### src/rtl/weight_rom_arbiter_if.sv
// Bus bundle for weight_rom_arbiter: requester-side and ROM-side valid/ready channels.
// slave  : the arbiter's view of the bundle.
// master : the environment's view (requesters plus ROM wrapper).
interface weight_rom_arbiter_if #(
  parameter int unsigned N_REQ = 3,
  parameter int unsigned AW    = 9,
  parameter int unsigned DW    = 8
);
  logic [N_REQ*AW-1:0] req_addr;
  logic [N_REQ-1:0]    req_addr_valid;
  logic [N_REQ-1:0]    req_addr_ready;
  logic [DW-1:0]       req_data;
  logic [N_REQ-1:0]    req_data_valid;
  logic [N_REQ-1:0]    req_data_ready;
  logic [AW-1:0]       rom_addr;
  logic                rom_addr_valid;
  logic                rom_addr_ready;
  logic [DW-1:0]       rom_data;
  logic                rom_data_valid;
  logic                rom_data_ready;

  modport slave (
    input  req_addr, req_addr_valid, req_data_ready,
    input  rom_addr_ready, rom_data, rom_data_valid,
    output req_addr_ready, req_data, req_data_valid,
    output rom_addr, rom_addr_valid, rom_data_ready
  );

  modport master (
    output req_addr, req_addr_valid, req_data_ready,
    output rom_addr_ready, rom_data, rom_data_valid,
    input  req_addr_ready, req_data, req_data_valid,
    input  rom_addr, rom_addr_valid, rom_data_ready
  );
endinterface

### src/rtl/weight_rom_arbiter.sv
// weight_rom_arbiter: round-robin sharing of one weight/bias ROM among N_REQ
// requesters, one addr->data transaction in flight at a time.
// Optional feature macro: ARB_STATS_EN adds per-requester saturating grant
// counters on the grant_count port.
module weight_rom_arbiter #(
  parameter int unsigned N_REQ = 3,
  parameter int unsigned AW    = 9,
  parameter int unsigned DW    = 8
) (
  input  logic                  clk,
  input  logic                  rst,
  weight_rom_arbiter_if.slave   bus
`ifdef ARB_STATS_EN
  ,
  output logic [N_REQ*16-1:0]   grant_count
`endif
);

  localparam int unsigned GW = (N_REQ > 1) ? $clog2(N_REQ) : 1;

  typedef enum logic [1:0] {S_IDLE, S_ADDR, S_DATA, S_RESP} state_t;

  state_t        state, state_nx;
  logic [GW-1:0] grant;
  logic [GW-1:0] last_grant;
  logic [GW-1:0] pick;
  logic          pick_found;
  int unsigned   pick_idx;
  logic [DW-1:0] data_q;
  logic          resp_done;

  // Round-robin search starting one past the last completed grant.
  always_comb begin
    pick       = '0;
    pick_found = 1'b0;
    pick_idx   = 0;
    for (int unsigned i = 1; i <= N_REQ; i++) begin
      pick_idx = (32'(last_grant) + i) % N_REQ;
      if (!pick_found && bus.req_addr_valid[pick_idx]) begin
        pick_found = 1'b1;
        pick       = GW'(pick_idx);
      end
    end
  end

  assign resp_done = (state == S_RESP) && bus.req_data_ready[grant];

  // State register.
  always_ff @(posedge clk or posedge rst) begin
    if (rst) state <= S_IDLE;
    else     state <= state_nx;
  end

  // Next-state logic.
  always_comb begin
    state_nx = state;
    unique case (state)
      S_IDLE: if (pick_found) state_nx = S_ADDR;
      S_ADDR: begin
        if (bus.rom_addr_ready)              state_nx = S_DATA;
        else if (!bus.req_addr_valid[grant]) state_nx = S_IDLE;
      end
      S_DATA: if (bus.rom_data_valid) state_nx = S_RESP;
      S_RESP: if (resp_done)          state_nx = S_IDLE;
      default: state_nx = S_IDLE;
    endcase
  end

  // Outputs: each channel is driven only in its own state, zero elsewhere.
  always_comb begin
    bus.req_addr_ready = '0;
    bus.req_data_valid = '0;
    bus.rom_addr       = '0;
    bus.rom_addr_valid = 1'b0;
    bus.rom_data_ready = 1'b0;
    unique case (state)
      S_ADDR: begin
        bus.rom_addr_valid        = 1'b1;
        bus.rom_addr              = bus.req_addr[grant*AW +: AW];
        bus.req_addr_ready[grant] = bus.rom_addr_ready;
      end
      S_DATA: bus.rom_data_ready       = 1'b1;
      S_RESP: bus.req_data_valid[grant] = 1'b1;
      default: ;
    endcase
  end

  assign bus.req_data = data_q;

  // Grant, round-robin pointer and captured ROM data.
  always_ff @(posedge clk or posedge rst) begin
    if (rst) begin
      grant      <= '0;
      last_grant <= GW'(N_REQ - 1);
      data_q     <= '0;
    end else begin
      if (state == S_IDLE && pick_found)         grant      <= pick;
      if (state == S_DATA && bus.rom_data_valid) data_q     <= bus.rom_data;
      if (resp_done)                             last_grant <= grant;
    end
  end

`ifdef ARB_STATS_EN
  logic [N_REQ*16-1:0] grant_cnt;

  // Per-requester completed-transaction counters, saturating at all-ones.
  always_ff @(posedge clk or posedge rst) begin
    if (rst) begin
      grant_cnt <= '0;
    end else if (resp_done) begin
      for (int unsigned i = 0; i < N_REQ; i++) begin
        if (grant == GW'(i) && grant_cnt[i*16 +: 16] != 16'hFFFF)
          grant_cnt[i*16 +: 16] <= grant_cnt[i*16 +: 16] + 16'd1;
      end
    end
  end

  assign grant_count = grant_cnt;
`endif

endmodule
### src/flat_wrapper.sv
// flat-port wrapper written by rule: the top's interface ports become plain ports
module weight_rom_arbiter_flat 
#(
  parameter int unsigned N_REQ = 3,
  parameter int unsigned AW    = 9,
  parameter int unsigned DW    = 8
)
  (clk, rst, bus_req_addr, bus_req_addr_valid, bus_req_data_ready, bus_rom_addr_ready, bus_rom_data, bus_rom_data_valid, bus_req_addr_ready, bus_req_data, bus_req_data_valid, bus_rom_addr, bus_rom_addr_valid, bus_rom_data_ready);
  weight_rom_arbiter_if #(.N_REQ(N_REQ), .AW(AW), .DW(DW)) bus_i ();
  input  logic clk;
  input  logic rst;
  input wire logic [$bits(bus_i.req_addr)-1:0] bus_req_addr;
  input wire logic [$bits(bus_i.req_addr_valid)-1:0] bus_req_addr_valid;
  input wire logic [$bits(bus_i.req_data_ready)-1:0] bus_req_data_ready;
  input wire logic [$bits(bus_i.rom_addr_ready)-1:0] bus_rom_addr_ready;
  input wire logic [$bits(bus_i.rom_data)-1:0] bus_rom_data;
  input wire logic [$bits(bus_i.rom_data_valid)-1:0] bus_rom_data_valid;
  output wire logic [$bits(bus_i.req_addr_ready)-1:0] bus_req_addr_ready;
  output wire logic [$bits(bus_i.req_data)-1:0] bus_req_data;
  output wire logic [$bits(bus_i.req_data_valid)-1:0] bus_req_data_valid;
  output wire logic [$bits(bus_i.rom_addr)-1:0] bus_rom_addr;
  output wire logic [$bits(bus_i.rom_addr_valid)-1:0] bus_rom_addr_valid;
  output wire logic [$bits(bus_i.rom_data_ready)-1:0] bus_rom_data_ready;
  assign bus_i.req_addr = bus_req_addr;
  assign bus_i.req_addr_valid = bus_req_addr_valid;
  assign bus_i.req_data_ready = bus_req_data_ready;
  assign bus_i.rom_addr_ready = bus_rom_addr_ready;
  assign bus_i.rom_data = bus_rom_data;
  assign bus_i.rom_data_valid = bus_rom_data_valid;
  assign bus_req_addr_ready = bus_i.req_addr_ready;
  assign bus_req_data = bus_i.req_data;
  assign bus_req_data_valid = bus_i.req_data_valid;
  assign bus_rom_addr = bus_i.rom_addr;
  assign bus_rom_addr_valid = bus_i.rom_addr_valid;
  assign bus_rom_data_ready = bus_i.rom_data_ready;
  weight_rom_arbiter #(.N_REQ(N_REQ), .AW(AW), .DW(DW)) u_core (.clk(clk), .rst(rst), .bus(bus_i));
endmodule
### config.mk
export PLATFORM = sky130hd
export DESIGN_NAME = weight_rom_arbiter_flat
export DESIGN_NICKNAME = d
export VERILOG_FILES = /design/src/rtl/weight_rom_arbiter_if.sv /design/src/rtl/weight_rom_arbiter.sv /design/src/flat_wrapper.sv
export SDC_FILE = /design/constraint.sdc
export NUM_CORES = 1
export LEC_CHECK = 0
export ABC_AREA = 1
export BUFFER_PORTS_ARGS = -buffer_cell sky130_fd_sc_hd__clkbuf_2
export CAP_MARGIN = 30
export CELL_PAD_IN_SITES_DETAIL_PLACEMENT = 0
export CELL_PAD_IN_SITES_GLOBAL_PLACEMENT = 2
export CORE_UTILIZATION = 22
export DETAILED_ROUTE_END_ITERATION = 10
export GPL_ROUTABILITY_DRIVEN = 0
export PLACE_DENSITY = 0.93
export SYNTH_ARGS = -nofsm -noshare
export SYNTH_HDL_FRONTEND = slang
export SYNTH_SLANG_ARGS = --single-unit
### constraint.sdc
create_clock -name clk -period 4.25 [get_ports clk]
set_input_delay 0.425 -clock clk [delete_from_list [all_inputs] [get_ports clk]]
set_output_delay 0.425 -clock clk [all_outputs]
set_load 0.02 [all_outputs]
==> impl_metrics.env, run 1 <==
export IMPL_path_clk_slew_ps=60
export IMPL_endpoint="bus_rom_addr[3]"
export IMPL_crit_path_start="u_core.grant[0]$_DFFE_PP0P_"
export IMPL_grt_start_max_net_pins=17
export IMPL_root_buffer="clkbuf_8"
export IMPL_fp_dieW_um=75.51
export IMPL_dieArea_um2=5701
export IMPL_start_kind="flip-flop"
export IMPL_ys_top_cells_by_count="nand2_1 (61), nand3_1 (26), inv_1 (24)"
export IMPL_drtIter0Drc=46
export IMPL_clk_latency_ps=240
export IMPL_dp_slack_ps=2115
export IMPL_synth_seq_area_share_pct=29.58
export IMPL_yosysTopAreaCell="dfrtp_1"
export IMPL_grt_pass1_vias=1180
export IMPL_cp_arrival_ps=1900
export IMPL_num_antenna_cells=0
export IMPL_area_growth_pct=37.37
export IMPL_synth_edff_count=0
export IMPL_slew_headroom_pct=55.69
export IMPL_maxCapViolations=0
export IMPL_antenna_found_initial=0
export IMPL_period_share_pct=54.73
export IMPL_fillCellCount=604
export IMPL_fmax_mhz=429.9
export IMPL_reg2reg_depth=8
export IMPL_cts_max_level=1
export IMPL_power_density_nw_per_um2=680.9
export IMPL_async_flop_share_pct=100.0
export IMPL_placed_cells=315
export IMPL_hold_class="in2async"
export IMPL_yosys_top_cells_area="dfrtp_1 (27%), nand2_1 (19%), nand3_1 (11%)"
export IMPL_p_leak_uw=0.0009779
export IMPL_rsz0062_at_grt="no"
export IMPL_cp_max_fo=16
export IMPL_cts_buffer_depth=2
export IMPL_synth_ff_type="dfrtp_1"
export IMPL_hold_buffers=0
export IMPL_cts_buffers=3
export IMPL_design_core_area_um2=5140
export IMPL_cts_resized=0
export IMPL_r2r_end="u_core.state[0]$_DFFE_PP0P_"
export IMPL_syn_inst=182
export IMPL_wire_per_inst_um=9.972
export IMPL_io_pins=70
export IMPL_synth_seq_cells=14
export IMPL_finClkSkew_ps=0.8850
export IMPL_syn_nets=230
export IMPL_layout_min_cycle_time_ps=2326
export IMPL_vias=1323
export IMPL_syn_area_um2=1189
export IMPL_cts_tree="yes"
export IMPL_drt_total_wl_um=3181
export IMPL_ant_nets=0
export IMPL_worst_slack_ps=1924
export IMPL_path_class="reg2out"
export IMPL_overflow=0
export IMPL_tightestPinTransition_ps=662.2
export IMPL_row_count=26
export IMPL_port_buffer_count=69
export IMPL_timing_setup_tns_ps=0
export IMPL_r2r_start="u_core.grant[0]$_DFFE_PP0P_"
export IMPL_slew_viol_final=0
export IMPL_drive_gt1_share_pct=38.55
export IMPL_syn_area_per_cell_um2=6.531
export IMPL_final_setup_viol_count=0
export IMPL_initial_core_util_pct=23.13
export IMPL_viasPerCell=4.147
export IMPL_cts_setup_buffers=0
export IMPL_ys_types=24
export IMPL_finalHoldViolCount=0
export IMPL_fin_worst_hold_slack_ps=190.3
export IMPL_drtPass1Iterations=4
export IMPL_chipHeight_um=75.51
export IMPL_dp_hpwl_um=2672
export IMPL_drc=0
export IMPL_synth_warnings=0
export IMPL_outcome="completed"
export IMPL_cp_end_kind="primary output"
export IMPL_synth_most_common_cell="nand2_1"
export IMPL_vdd_drop_max_v=0.0002816
export IMPL_final_cells=319
export IMPL_synth_top_area_share_pct=27.37
export IMPL_numClockSinks=14
export IMPL_cp_required_ps=3830
export IMPL_fin_nets=298
export IMPL_grt_pass1_wl_um=4940
export IMPL_grt_util_all_layers_pct=11.02
export IMPL_r2r_slack_ps=2400
==> critical path, cell delays in order (launching register included) <==
cell,delay [ps]
dfrtp_1,560
nor2_1,600
nand2_1,110
nand3_1,110
nand2_1,50
inv_1,60
clkbuf_2,160
==> worst min path at each step <==
stage | from | end | slack [ps] | depth (start not counted)
after global routing | rst | u_core.bus.req_data[1]$_DFFE_PP0P_ | 250 | 2
after detailed placement | rst | u_core.bus.req_data[1]$_DFFE_PP0P_ | 490 | 2
after floorplan | rst | async pin | 310 | 1
after CTS | rst | u_core.bus.req_data[1]$_DFFE_PP0P_ | 220 | 2
after global placement | rst | u_core.bus.req_data[1]$_DFFE_PP0P_ | 480 | 2
final | rst | u_core.bus.req_data[1]$_DFFE_PP0P_ | 190 | 2
==> power by group <==
| group | internal [µW] | switching, µW |
|---|---|---|
| Combinational | 261 | 478 |
| Sequential | 201 | 61.4 |
| Clock | 66.2 | 44.5 |
| Total | 528 | 584 |
==> cells in the final DEF, fill, tap and decap left out, types with 3 or more instances in the layout <==
| cell | netlist | routed |
|---|---|---|
| dfrtp_1 | 13 | 13 |
| o21ai_0 | 4 | 4 |
| nand2_2 | 3 | 3 |
| nand2_1 | 61 | 61 |
| mux2_2 | 7 | 7 |
| clkbuf_2 | 0 | 69 |
| nand3_2 | 3 | 3 |
| inv_1 | 24 | 24 |
| o21ai_1 | 3 | 3 |
| nor2_1 | 12 | 12 |
| clkbuf_8 | 0 | 3 |
| ha_1 | 3 | 3 |
| inv_2 | 4 | 4 |
| nor2_2 | 3 | 3 |
| nand3_1 | 26 | 26 |
==> sequential cells by signal (all words and copies together), names as in the netlist, named ones only <==
register / cells
u_core.state: 1
u_core.bus.req_data: 8
u_core.last_grant: 2
u_core.grant: 2
==> logic make-up after synthesis <==
group	count (synthesis)	share of synthesized area, %
flops	14	29.58
simple gates	115	44.53
compound gates	8	3.474
buf+inv	34	11.68
mux	8	7.579
fa+ha+maj	3	3.158
==> per-stage QoR <==
step	util, %	area, µm²	power [µW]
final	31.77	1633	1112
after global routing	31.77	1633	1233
after CTS	31.77	1633	1129
after detailed placement	30.89	1588	1014
after global placement	30.89	1588	1009
after floorplan	-	1189	828.0
==> area by class of cell <==
class | instances | area, µm² | share of cell area (%)
Clock buffer | 4 | 45.04 | 2.759
Inverter | 28 | 105.1 | 6.437
Multi-Input combinational cell | 134 | 698.2 | 42.76
Sequential cell | 14 | 351.6 | 21.53
Tap cell | 70 | 87.58 | 5.364
Timing Repair Buffer | 69 | 345.3 | 21.15
==> routing by layer <==
layer,vias to the layer above,part of all wire (%),global-route usage [%]
li1,700,-,-
met1,599,45,14.40
met2,24,51,18.95
met3,0,4.1,2.249
met4,0,0,2.058
met5,-,0,0
Note: power is estimated with default switching activity, not from simulation.
==> run 2: changes to the inputs <==
- CORE_UTILIZATION: 22 -> 21
- PLACE_DENSITY: 0.93 -> 0.9
- clock period: 4.25 -> 2.2 ns (I/O delays scaled with it)
==> run 2 against run 1 <==
Against the previous run:
- non-clock buffer count grew 1
- register-to-register slack lost 1900 ps
- cell count grew 0.94%
- die area up 4.6%
- sequential power is 97% higher
- hold slack lost 190 ps
- global-route usage rose by 0.20 points
==> impl_metrics.env, run 2 (same netlist as run 1, synthesis figures left out) <==
export IMPL_tightestPinTransition_ps=604.9
export IMPL_cp_max_fo=16
export IMPL_final_setup_viol_count=0
export IMPL_initial_core_util_pct=21.72
export IMPL_largest_reg_flops=8
export IMPL_drive_gt1_share_pct=39.20
export IMPL_drtPass1Iterations=4
export IMPL_path_clk_slew_ps=60
export IMPL_finClkSkew_ps=0.9332
export IMPL_cp_end_kind="primary output"
export IMPL_hold_class="in2async"
export IMPL_rsz0062_at_grt="no"
export IMPL_row_count=27
export IMPL_final_cell_mix="clkbuf_2 (69), nand2_1 (61), nand3_1 (26), inv_1 (24), dfrtp_1 (13)"
export IMPL_p_leak_uw=0.0009892
export IMPL_vdd_drop_max_v=0.0005544
export IMPL_outcome="completed"
export IMPL_fp_dieW_um=77.24
export IMPL_grt_pass1_wl_um=5602
export IMPL_num_antenna_cells=0
export IMPL_slew_headroom_pct=59.67
export IMPL_top_usage_layer="met2"
export IMPL_wire_per_inst_um=10.13
export IMPL_cp_cell_sequence="nor2_1 > buf_4 > nand2_1 > nand3_1 > nand2_1 > inv_1 > clkbuf_2"
export IMPL_finalHoldViolCount=0
export IMPL_cts_max_level=1
export IMPL_fin_worst_hold_slack_ps=0.9823
export IMPL_power_density_nw_per_um2=1336
export IMPL_cts_buffer_depth=2
export IMPL_layout_min_cycle_time_ps=1921
export IMPL_hold_buffers=0
export IMPL_use_met2_pct=18.94
export IMPL_io_pins=70
export IMPL_clk_latency_ps=240
export IMPL_numClockSinks=14
export IMPL_grt_pass1_vias=1301
export IMPL_fmax_mhz=520.5
export IMPL_overflow=0
export IMPL_cp_required_ps=1980
export IMPL_cts_buffers=3
export IMPL_area_growth_pct=39.47
export IMPL_met3_usage_pct=1.429
export IMPL_slowest_stage="dfrtp_1"
export IMPL_ant_nets=0
export IMPL_timing_setup_tns_ps=0
export IMPL_cts_tree="yes"
export IMPL_cp_slowest_stage_delay_ps=730
export IMPL_drtIter0Drc=68
export IMPL_chipHeight_um=77.24
export IMPL_grt_start_max_net_pins=17
export IMPL_antenna_found_initial=0
export IMPL_reg2reg_depth=7
export IMPL_use_met1_pct=14.89
export IMPL_cpLargestDelayFamily="flip-flops"
export IMPL_vias=1338
export IMPL_cp_common_cell="nand2_1"
export IMPL_r2r_end="u_core.grant[0]$_DFFE_PP0P_"
export IMPL_cts_setup_buffers=0
export IMPL_path_buf_inv=3
export IMPL_root_buffer="clkbuf_8"
export IMPL_dieArea_um2=5965
export IMPL_maxCapViolations=0
export IMPL_drc=0
export IMPL_cts_resized=0
export IMPL_period_share_pct=87.33
export IMPL_port_buffer_count=69
export IMPL_drt_total_wl_um=3262
export IMPL_layout_commonest_cell="clkbuf_2"
export IMPL_fin_nets=299
export IMPL_power_uw=2214
export IMPL_r2r_start="u_core.last_grant[1]$_DFFE_PP1P_"
export IMPL_r2r_slack_ps=520
export IMPL_slew_viol_final=0
export IMPL_viasPerCell=4.155
export IMPL_dp_hpwl_um=2656
export IMPL_grt_util_all_layers_pct=11.23
export IMPL_design_core_area_um2=5473
export IMPL_start_kind="flip-flop"
export IMPL_cp_arrival_ps=1700
export IMPL_path_class="reg2out"
[run 2: cell count changes in the layout (fill, tap and decap cells not counted)]
cell      change
clkbuf_1      -1
nor2_4        +1
nor2_2        -1
clkbuf_8      +1
buf_4         +1
[run 2: stage by stage]
step	std cells	setup WS (ps)	util (%)	cell area (µm²)
CTS	322	188.1	30.20	1653
global placement	318	406.5	29.20	1598
finish	322	278.8	30.29	1658
detailed placement	318	400.4	29.20	1598
floorplan	182	651.7	-	1189
global route	322	108.2	30.29	1658
[run 2: how the worst max path moves through the flow]
stage               cells past startpoint                              from                     endpoint
detailed placement                      8       u_core.grant[0]$_DFFE_PP0P_                    flip-flop
global route                            6                         flip-flop        bus_req_addr_ready[2]
finish                                  7       u_core.grant[0]$_DFFE_PP0P_              bus_rom_addr[7]
global placement                        8       u_core.grant[0]$_DFFE_PP0P_                    flip-flop
floorplan                               7  u_core.last_grant[1]$_DFFE_PP1P_  u_core.grant[0]$_DFFE_PP0P_
CTS                                     6       u_core.grant[0]$_DFFE_PP0P_              bus_rom_addr[0]
[run 2: power breakdown]
group	total, µW	internal (µW)	switching, µW
sequential	515	388	127
combinational	1450	518	933
clock	249	158	90.4
[run 2: area by class of cell]
class | count | area (µm²)
Fill cell | 620 | 3815
Multi-Input combinational cell | 134 | 703.2
Timing Repair Buffer | 70 | 352.8
Sequential cell | 14 | 351.6
Inverter | 28 | 105.1
Tap cell | 72 | 90.09
Clock buffer | 4 | 55.05
[run 2: layer usage]
metal | routed length (µm) | up-vias
met5 | 0 | -
met3 | 85 | 4
met1 | 1631 | 602
li1 | - | 708
met4 | 25 | 0
met2 | 1519 | 24
